## config.mk

```make
export PLATFORM = sky130hd
export DESIGN_NAME = hub75_framebuf_wr_arb
export DESIGN_NICKNAME = d
export VERILOG_FILES = /design/src/rtl/hub75_pkg.sv /design/src/rtl/hub75_rr_arbiter.sv /design/src/rtl/hub75_framebuf_wr_arb.sv
export SDC_FILE = /design/constraint.sdc
export NUM_CORES = 1
export LEC_CHECK = 0
export ABC_CLOCK_PERIOD_IN_PS = 2700
export BUFFER_PORTS_ARGS = -buffer_cell sky130_fd_sc_hd__buf_2
export CORE_MARGIN = 4
export CORE_UTILIZATION = 52
export CTS_CLUSTER_DIAMETER = 100
export DETAILED_ROUTE_END_ITERATION = 8
export PLACE_DENSITY = 0.81
export SLEW_MARGIN = 15
export SYNTH_ARGS = -nofsm -noshare
export SYNTH_HDL_FRONTEND = slang
export SYNTH_HIERARCHICAL = 1
export SYNTH_SLANG_ARGS = --single-unit
```

## constraint.sdc

```tcl
create_clock -name clk -period 2.7 [get_ports clk]
set_clock_uncertainty 0.2 [all_clocks]
set_input_delay 0.405 -clock clk [delete_from_list [all_inputs] [get_ports clk]]
set_output_delay 0.405 -clock clk [all_outputs]
set_load 0.1 [all_outputs]
```

## src/rtl/hub75_pkg.sv

```systemverilog
// Shared HUB75 types: pixel format, write-arbiter state encoding and the
// frame geometry helpers also used by hub75_driver.
package hub75_pkg;

  localparam int HUB75_HPIXEL = 64;
  localparam int HUB75_VPIXEL = 64;
  localparam int HUB75_BPP    = 8;

  typedef logic [3*HUB75_BPP-1:0] pixel_t;

  typedef enum logic [1:0] {
    ARB_IDLE,
    ARB_PKT,
    ARB_CLEAR
  } arb_state_t;

  function automatic int frame_size(input int hpixel, input int vpixel);
    return hpixel * vpixel;
  endfunction

  function automatic int addr_width(input int hpixel, input int vpixel);
    return $clog2(hpixel * vpixel);
  endfunction

endpackage

```

## src/rtl/hub75_rr_arbiter.sv

```systemverilog
// Combinational round-robin picker: the first set request after i_ptr
// (wrapping) wins; the grant is one-hot, or zero when nothing requests.
module hub75_rr_arbiter #(
  parameter  int n_p     = 2,
  localparam int idx_w_p = (n_p > 1) ? $clog2(n_p) : 1
) (
  input  logic [n_p-1:0]     i_req,
  input  logic [idx_w_p-1:0] i_ptr,
  output logic [n_p-1:0]     o_grant
);

  logic               found;
  logic [idx_w_p-1:0] idx;

  always_comb begin
    o_grant = '0;
    found   = 1'b0;
    idx     = '0;
    for (int off = 1; off <= n_p; off++) begin
      idx = idx_w_p'((int'(i_ptr) + off) % n_p);
      if (!found && i_req[idx]) begin
        o_grant[idx] = 1'b1;
        found        = 1'b1;
      end
    end
  end

endmodule

```

## src/rtl/hub75_framebuf_wr_arb.sv

```systemverilog
// Frame-buffer write-port scheduler: round-robin with packet locking between
// requesters, plus a clear engine that floods the frame with one colour.
module hub75_framebuf_wr_arb
  import hub75_pkg::*;
#(
  parameter  int hpixel_p     = 64,
  parameter  int vpixel_p     = 64,
  parameter  int bpp_p        = 8,
  parameter  int n_req_p      = 2,
  localparam int frame_size_p = frame_size(hpixel_p, vpixel_p),
  localparam int addr_width_p = addr_width(hpixel_p, vpixel_p)
) (
  input  logic                          clk,
  input  logic                          rst_n,
  input  logic [n_req_p-1:0]            i_req_valid,
  input  logic [n_req_p-1:0]            i_req_last,
  input  logic [n_req_p*addr_width_p-1:0] i_req_addr,
  input  logic [n_req_p*3*bpp_p-1:0]    i_req_data,
  output logic [n_req_p-1:0]            o_req_ready,
  input  logic                          i_clear,
  input  logic [3*bpp_p-1:0]            i_clear_color,
  output logic                          o_clear_busy,
  output logic [addr_width_p-1:0]       o_wr_addr,
  output logic [3*bpp_p-1:0]            o_wr_data,
  output logic                          o_wr_en
);

  localparam int idx_w_p = (n_req_p > 1) ? $clog2(n_req_p) : 1;
  localparam int pix_w_p = 3 * bpp_p;
  localparam logic [addr_width_p-1:0] last_addr_c = addr_width_p'(frame_size_p - 1);

  // Handshake: a beat transfers in any cycle where valid and ready are both
  // high; ready is combinational from state and valid, never from last.
  arb_state_t                state_q, state_d;
  logic [idx_w_p-1:0]        owner_q, owner_d;
  logic [idx_w_p-1:0]        last_grant_q, last_grant_d;
  logic                      clear_pending_q, clear_pending_d;
  logic [pix_w_p-1:0]        clear_color_q, clear_color_d;
  logic [addr_width_p-1:0]   clr_addr_q, clr_addr_d;
  logic                      wr_en_q, wr_en_d;
  logic [addr_width_p-1:0]   wr_addr_q, wr_addr_d;
  logic [pix_w_p-1:0]        wr_data_q, wr_data_d;

  logic [n_req_p-1:0]        rr_grant;
  logic [n_req_p-1:0]        ready;
  logic [idx_w_p-1:0]        sel;
  logic                      hs;
  logic                      beat_last;
  logic [addr_width_p-1:0]   beat_addr;
  logic [pix_w_p-1:0]        beat_data;

  hub75_rr_arbiter #(.n_p(n_req_p)) u_rr (
    .i_req   (i_req_valid),
    .i_ptr   (last_grant_q),
    .o_grant (rr_grant)
  );

  always_comb begin
    ready = '0;
    sel   = owner_q;
    case (state_q)
      ARB_IDLE: begin
        // A pending clear blocks arbitration so no beat slips in first.
        if (!clear_pending_q) begin
          ready = rr_grant;
          for (int k = 0; k < n_req_p; k++) begin
            if (rr_grant[k]) sel = idx_w_p'(k);
          end
        end
      end
      ARB_PKT: ready[owner_q] = i_req_valid[owner_q];
      default: ready = '0;
    endcase
  end

  assign o_req_ready = ready & {n_req_p{rst_n}};
  assign hs          = |ready;
  assign beat_last   = i_req_last[sel];
  assign beat_addr   = i_req_addr[int'(sel)*addr_width_p +: addr_width_p];
  assign beat_data   = i_req_data[int'(sel)*pix_w_p +: pix_w_p];

  always_comb begin
    state_d         = state_q;
    owner_d         = owner_q;
    last_grant_d    = last_grant_q;
    clear_pending_d = clear_pending_q;
    clear_color_d   = clear_color_q;
    clr_addr_d      = clr_addr_q;
    wr_en_d         = 1'b0;
    wr_addr_d       = wr_addr_q;
    wr_data_d       = wr_data_q;

    if (i_clear && !clear_pending_q) begin
      clear_pending_d = 1'b1;
      clear_color_d   = i_clear_color;
    end

    case (state_q)
      ARB_IDLE: begin
        if (clear_pending_q) begin
          // Address 0 issues on the entry cycle so the fill is gap-free.
          wr_en_d    = 1'b1;
          wr_addr_d  = '0;
          wr_data_d  = clear_color_q;
          clr_addr_d = addr_width_p'(1);
          state_d    = ARB_CLEAR;
        end else if (hs) begin
          wr_en_d   = 1'b1;
          wr_addr_d = beat_addr;
          wr_data_d = beat_data;
          if (beat_last) begin
            last_grant_d = sel;
          end else begin
            owner_d = sel;
            state_d = ARB_PKT;
          end
        end
      end
      ARB_PKT: begin
        if (hs) begin
          wr_en_d   = 1'b1;
          wr_addr_d = beat_addr;
          wr_data_d = beat_data;
          if (beat_last) begin
            last_grant_d = owner_q;
            state_d      = ARB_IDLE;
          end
        end
      end
      ARB_CLEAR: begin
        wr_en_d    = 1'b1;
        wr_addr_d  = clr_addr_q;
        wr_data_d  = clear_color_q;
        clr_addr_d = clr_addr_q + addr_width_p'(1);
        if (clr_addr_q == last_addr_c) begin
          clear_pending_d = 1'b0;
          clr_addr_d      = '0;
          state_d         = ARB_IDLE;
        end
      end
      default: state_d = ARB_IDLE;
    endcase
  end

  always_ff @(posedge clk or negedge rst_n) begin
    if (!rst_n) begin
      state_q         <= ARB_IDLE;
      owner_q         <= '0;
      last_grant_q    <= idx_w_p'(n_req_p - 1);
      clear_pending_q <= 1'b0;
      clear_color_q   <= '0;
      clr_addr_q      <= '0;
      wr_en_q         <= 1'b0;
      wr_addr_q       <= '0;
      wr_data_q       <= '0;
    end else begin
      state_q         <= state_d;
      owner_q         <= owner_d;
      last_grant_q    <= last_grant_d;
      clear_pending_q <= clear_pending_d;
      clear_color_q   <= clear_color_d;
      clr_addr_q      <= clr_addr_d;
      wr_en_q         <= wr_en_d;
      wr_addr_q       <= wr_addr_d;
      wr_data_q       <= wr_data_d;
    end
  end

  assign o_clear_busy = clear_pending_q;
  assign o_wr_en      = wr_en_q;
  assign o_wr_addr    = wr_addr_q;
  assign o_wr_data    = wr_data_q;

endmodule

```

Yosys cells after proc, flatten, opt, wreduce, memory -nomap -nowiden
Cells that the tools add are included.

Order comparisons: 7. Bitwise operators: 5. $mul: 2. Equality and inequality tests: 12. Divide/modulo/power cells: 0. Mux-type cells: 51. Shift-type cells: 2. Add/subtract/negate cells: 3. Reductions and logical operators: 16.

Operators by type and width (count): $pmux W24 S3 (1); $mux W12 (4); $mux W24 (2); $shiftx A48 B7 Y24 (1); $pmux W12 S3 (1); $mux W1 (26); $pmux W12 S2 (1); $shiftx A24 B6 Y12 (1); $mux W2 (9); $ne A2 B2 Y1 const B (7); $add A12 B1 Y12 const B (1); $eq A12 B12 Y1 const B (1); $lt A1 B2 Y1 const B (4); $mul A1 B2 Y3 const B (2); $ne A3 B3 Y1 const B (2); $pmux W2 S3 (1); $reduce_and A6 Y1 (1); $logic_and A1 B1 Y1 (5); $reduce_and A5 Y1 (1); $and A2 B2 Y2 (2); $pmux W2 S2 (1); $reduce_and A4 Y1 (1); $reduce_bool A2 Y1 (2); $demux W1 S1 (3); 13 further kinds (18).

ROM bits: 0. Output and inout bits: 40. Input bits: 103. Word-level logic and storage cells: 107. Flip-flop bits (word level): 78. Bits in latches: 0. RAM bits: 0. Memories: 0.

Longest topological paths before layout
Word-level depth: 18. Mapped depth: 10.

Cells and area by module
The synthesis kept the hierarchy.

Modules (own cells, without submodules): hub75_framebuf_wr_arb (seq. area each 1953.1 µm², instances 1, cells each 397, area an instance 4518.1 µm²); hub75_rr_arbiter (seq. area each 0.0 µm², instances 1, cells each 3, area an instance 18.8 µm²).

Worst setup path after synthesis
OpenSTA, ideal clock, no wires.

Kind: reg-to-output. Start point: reg clear_pending_q (netlist: o_clear_busy). End point: out o_req_ready[0]. Stages on the path, launching flop included: 5. Required time: 2.095 ns. Setup slack: -0.132 ns. Path buffers: 1. Arrival time: 2.227 ns. Cell sequence: dfrtp_1 > buf_4 > nand3b_4 > o21ai_1 > and2_1.

Word-level cells in the longest chain between the ends: 3.

RTL lines: start, declared (line hub75_framebuf_wr_arb.sv:37) `logic clear_pending_q, clear_pending_d;`; start signal, assigned (line hub75_framebuf_wr_arb.sv:160) `clear_pending_q <= clear_pending_d;`; $mux W2 (line hub75_framebuf_wr_arb.sv:64) `if (!clear_pending_q) begin`; $pmux W2 S2 (line hub75_framebuf_wr_arb.sv:61) `case (state_q)`; $and A2 B2 Y2 (line hub75_framebuf_wr_arb.sv:76) `assign o_req_ready = ready & {n_req_p{rst_n}};`; end, declared (line hub75_framebuf_wr_arb.sv:19) `output logic [n_req_p-1:0] o_req_ready,`.

No other way between the ends.

Worst setup path after layout
Start point: reg state_q[1]. End point: out o_req_ready[0].

Word-level cells in the longest chain between the ends: 3. Elaborated cells on any way between the ends: 4.

RTL lines: start, declared (line hub75_framebuf_wr_arb.sv:34) `arb_state_t state_q, state_d;`; start signal, assigned (line hub75_framebuf_wr_arb.sv:157) `state_q <= state_d;`; $eq A2 B1 Y1 / $logic_not A2 Y1 (equally long branches) (line hub75_framebuf_wr_arb.sv:61); $pmux W2 S2 (*) (line hub75_framebuf_wr_arb.sv:61); $and A2 B2 Y2 (*) (line hub75_framebuf_wr_arb.sv:76).

Every way passes the cells marked *; elsewhere a longest branch is shown, timed or not.

==> flow_metrics.tcl <==
set metrics [dict create \
    grt_pass1_vias 4112 \
    utilization_pct 67.7 \
    num_io_pins 143 \
    report.final.slew_viol_count 0 \
    via_per_inst 6.09 \
    coreArea_mm2 0.00834 \
    drt_iter0_drc 209 \
    hold_violations 0 \
    max_freq_ghz 0.384 \
    p_clk_share_pct 31.6 \
    chipWidth_um 101 \
    p_sw_mw 1.02 \
    vdd_drop_max_v 0.000269 \
    cts-buffers-inserted 9 \
    power_density_mw_per_mm2 540 \
    crit_family "flip-flops" \
    cp_max_fo 10 \
    internal_power_mw 2.03 \
    synth_enable_flop_cells 0 \
    htree_levels 3 \
    crit_arrival_ns 2.00 \
    timing.setup.tns_ns 0 \
    min_period_ns 2.60 \
    die-area_mm2 0.0103 \
    drtPass1Iterations 5 \
    startpoint_type "flip-flop" \
    p_sw_share_pct 33.4 \
    antenna_cells 0 \
    status "complete, no violations" \
    hp-class "input pin to flip-flop" \
    io_buffers 142 \
    clockRootBuffer "clkbuf_8" \
    synth_cell_types 55 \
    tightest_slew_ns 0.961 \
    seqPwrFrac_pct 43.5 \
    vias 3925 \
    synth_area_per_cell_um2 11.3 \
    nets 644 \
    cp_slowest_stage_delay_ns 0.41 \
    num_rows 33 \
    initial_core_util_pct 54.4 \
    synthCells 400 \
    relSlewSlack_pct 35.9 \
    critPathCaptureType "primary output" \
    p_total_mw 3.05 \
    ant_nets 0 \
    place_ws_ns 0.0624 \
    async_flop_share_pct 100 \
    cts_setup_buffers 0 \
    rsz0062_at_grt "false" \
    grt_overflow 0 \
    drt-total-wl_um 12000 \
    worstPathRequired_ns 2.10 \
    drive_above_1_share_pct 46.3 \
    antenna_found_initial 0 \
    fillers 679 \
    drc_errors 0 \
    clk_pin_slew_ns 0.08 \
    fp.dieH_um 101 \
    p_leak_nw 2.54 \
    yosys_warnings 6 \
    synth-seq-area-share_pct 43.1 \
    grt_pass1_wl_um 19600 \
    synth_fp_nets 508 \
    synth_area_mm2 0.00454 \
    wl_per_cell_um 18.5 \
    fin_ws_ns 0.0951 \
    grt.total_usage_pct 23.9 \
    path_buf_inv 2 \
    cts_tree "built" \
    crit_chain "inv_1 > ha_2 > nand2_1 > o21ai_2 > and2_2 > buf_12" \
    final_area_mm2 0.00565 \
    period_share_pct 96.5 \
    cp_slowest_cell "dfrtp_1" \
    cap_violations 0 \
    clk_latency_ns 0.34 \
    clock_path_buffers 2 \
    routabilityCongestion 0.868 \
    grt_max_degree 50 \
    cts.sinks 78 \
    hpwl_um 8570 \
    ys_ff_latch 78 \
    areaGrowthSynthToFinish_pct 24.5 \
    combPwrFrac_pct 24.9 \
    synthFlopType "dfrtp_1" \
    setup_viol 0 \
    place_area_mm2 0.00541 \
    path_class "flip-flop to primary output" \
]
## power by group through the flow
| stage | clock [mW] | combinational [mW] | sequential, mW |
|---|---|---|---|
| 6_report | 0.963 | 0.759 | 1.33 |
| 5_1_grt | 1.03 | 0.803 | 1.34 |
| 4_1_cts | 0.977 | 0.764 | 1.33 |
| 3_5_place_dp | 0 | 0.763 | 1.35 |
| 3_3_place_gp | 0 | 0.740 | 1.34 |
| 2_1_floorplan | 0 | 0.197 | 1.70 |
## cell usage after synthesis (2+ instances only)
library cell | instances | area, um^2
o2bb2ai_1 | 36 | 315
mux2i_1 | 16 | 160
buf_2 | 7 | 35.0
and2_1 | 4 | 25.0
nand2_1 | 13 | 48.8
mux2_4 | 5 | 75.1
o31ai_1 | 2 | 15.0
buf_4 | 2 | 15.0
buf_6 | 2 | 22.5
o21bai_1 | 23 | 173
o21ai_1 | 6 | 30.0
dfrtp_1 | 77 | 1930
a221oi_2 | 15 | 225
nor3_1 | 2 | 10.0
xnor2_1 | 2 | 17.5
a221oi_1 | 9 | 78.8
a21oi_2 | 2 | 17.5
ha_1 | 5 | 62.6
clkbuf_1 | 15 | 56.3
inv_1 | 9 | 33.8
mux2_2 | 43 | 484
nor2_1 | 14 | 52.6
a211o_1 | 2 | 17.5
nor2b_1 | 2 | 12.5
a21o_1 | 2 | 15.0
nand3_1 | 4 | 20.0
a211oi_1 | 2 | 15.0
nand4_1 | 2 | 12.5
a31oi_1 | 3 | 18.8
o21ai_0 | 24 | 120
xor2_1 | 5 | 43.8
buf_1 | 4 | 15.0
a21oi_1 | 8 | 40.0
a2bb2oi_1 | 12 | 105
## per-layer routing
metal | track usage (%) | up-vias | routed length [um]
met5 | 0 | - | 0
met4 | 8.90 | 0 | 217
met3 | 3.99 | 18 | 872
met2 | 38.7 | 151 | 5750
met1 | 32.3 | 1943 | 5120
li1 | - | 1813 | -
## area by class of cell
type	instances	area (um^2)	area share, %
inverters	9	33.8	0.598
flip-flops and latches	78	1950	34.6
multi-input cells	281	2420	42.8
clock buffers	12	145	2.57
well taps	105	131	2.33
repair buffers	157	896	15.9
clock inverters	3	68.8	1.22
## registers in the layout, indices dropped and copies added, names as in the netlist
signal and flops:
o_wr_data 24, o_wr_en 1, clr_addr_q 12, clear_color_q 24
o_clear_busy 1, last_grant_q 1, o_wr_addr 12, state_q 2
owner_q 1
## kinds of logic (layout without fill, tap and decap cells)
family          count (synthesis)  in the layout  share of synthesized area [%]
fa+ha+maj                       5              5                           1.38
flops                          78             78                           43.1
mux                            64             64                           15.9
buf+inv                        41            181                           4.36
compound gates                155            155                           28.0
xor+xnor                        7              7                           1.35
simple gates                   50             50                           6.04
## cell usage in the layout (no fill, tap or decap), types with 10 or more instances in the layout
cell | synthesis | layout
dfrtp_1 | 77 | 77
o21ai_0 | 24 | 24
nand2_1 | 13 | 13
clkbuf_8 | 0 | 10
a2bb2oi_1 | 12 | 12
nor2_1 | 14 | 14
mux2_2 | 43 | 43
o21bai_1 | 23 | 23
a221oi_2 | 15 | 15
mux2i_1 | 16 | 16
buf_4 | 2 | 12
o2bb2ai_1 | 36 | 36
buf_2 | 7 | 139
## stage by stage
stage               hold slack (ns)  instances
global route                 0.0745        645
CTS                          0.0748        645
floorplan                   -0.0906        400
global placement              0.169        629
detailed placement            0.175        629
finish                       0.0857        645
## path summary, 6_finish.rpt
kind	start	to	slack, ns	depth (start not counted)
setup / recovery	state_q[1]	o_req_ready[0]	0.1	6
hold / removal	i_clear_color[14]	clear_color_q[14]	0.09	2
setup reg to reg	state_q[0]	o_wr_data[0]	0.20	8
hold reg to reg	o_wr_data[9]	o_wr_data[9]	0.29	1
max in group asynchronous	rst_n	clear_color_q[5]	0.96	3
min in group asynchronous	rst_n	state_q[0]	0.37	2
## worst reg2reg max path: stages (launching register included)
cell and delay [ns]:
dfrtp_1 0.39, inv_1 0.10, ha_2 0.25, and3b_4 0.22, a31o_4 0.24, or2_2 0.35, buf_12 0.20, a221oi_1 0.32
o2bb2ai_1 0.11
## timing repair
item,CTS,global route
setup endpoints to repair,1,14
hold buffers,1,0
resized for setup,1,3
gates cloned,0,0
hold endpoints to repair,28,0
(Power assumes the default switching activity.)
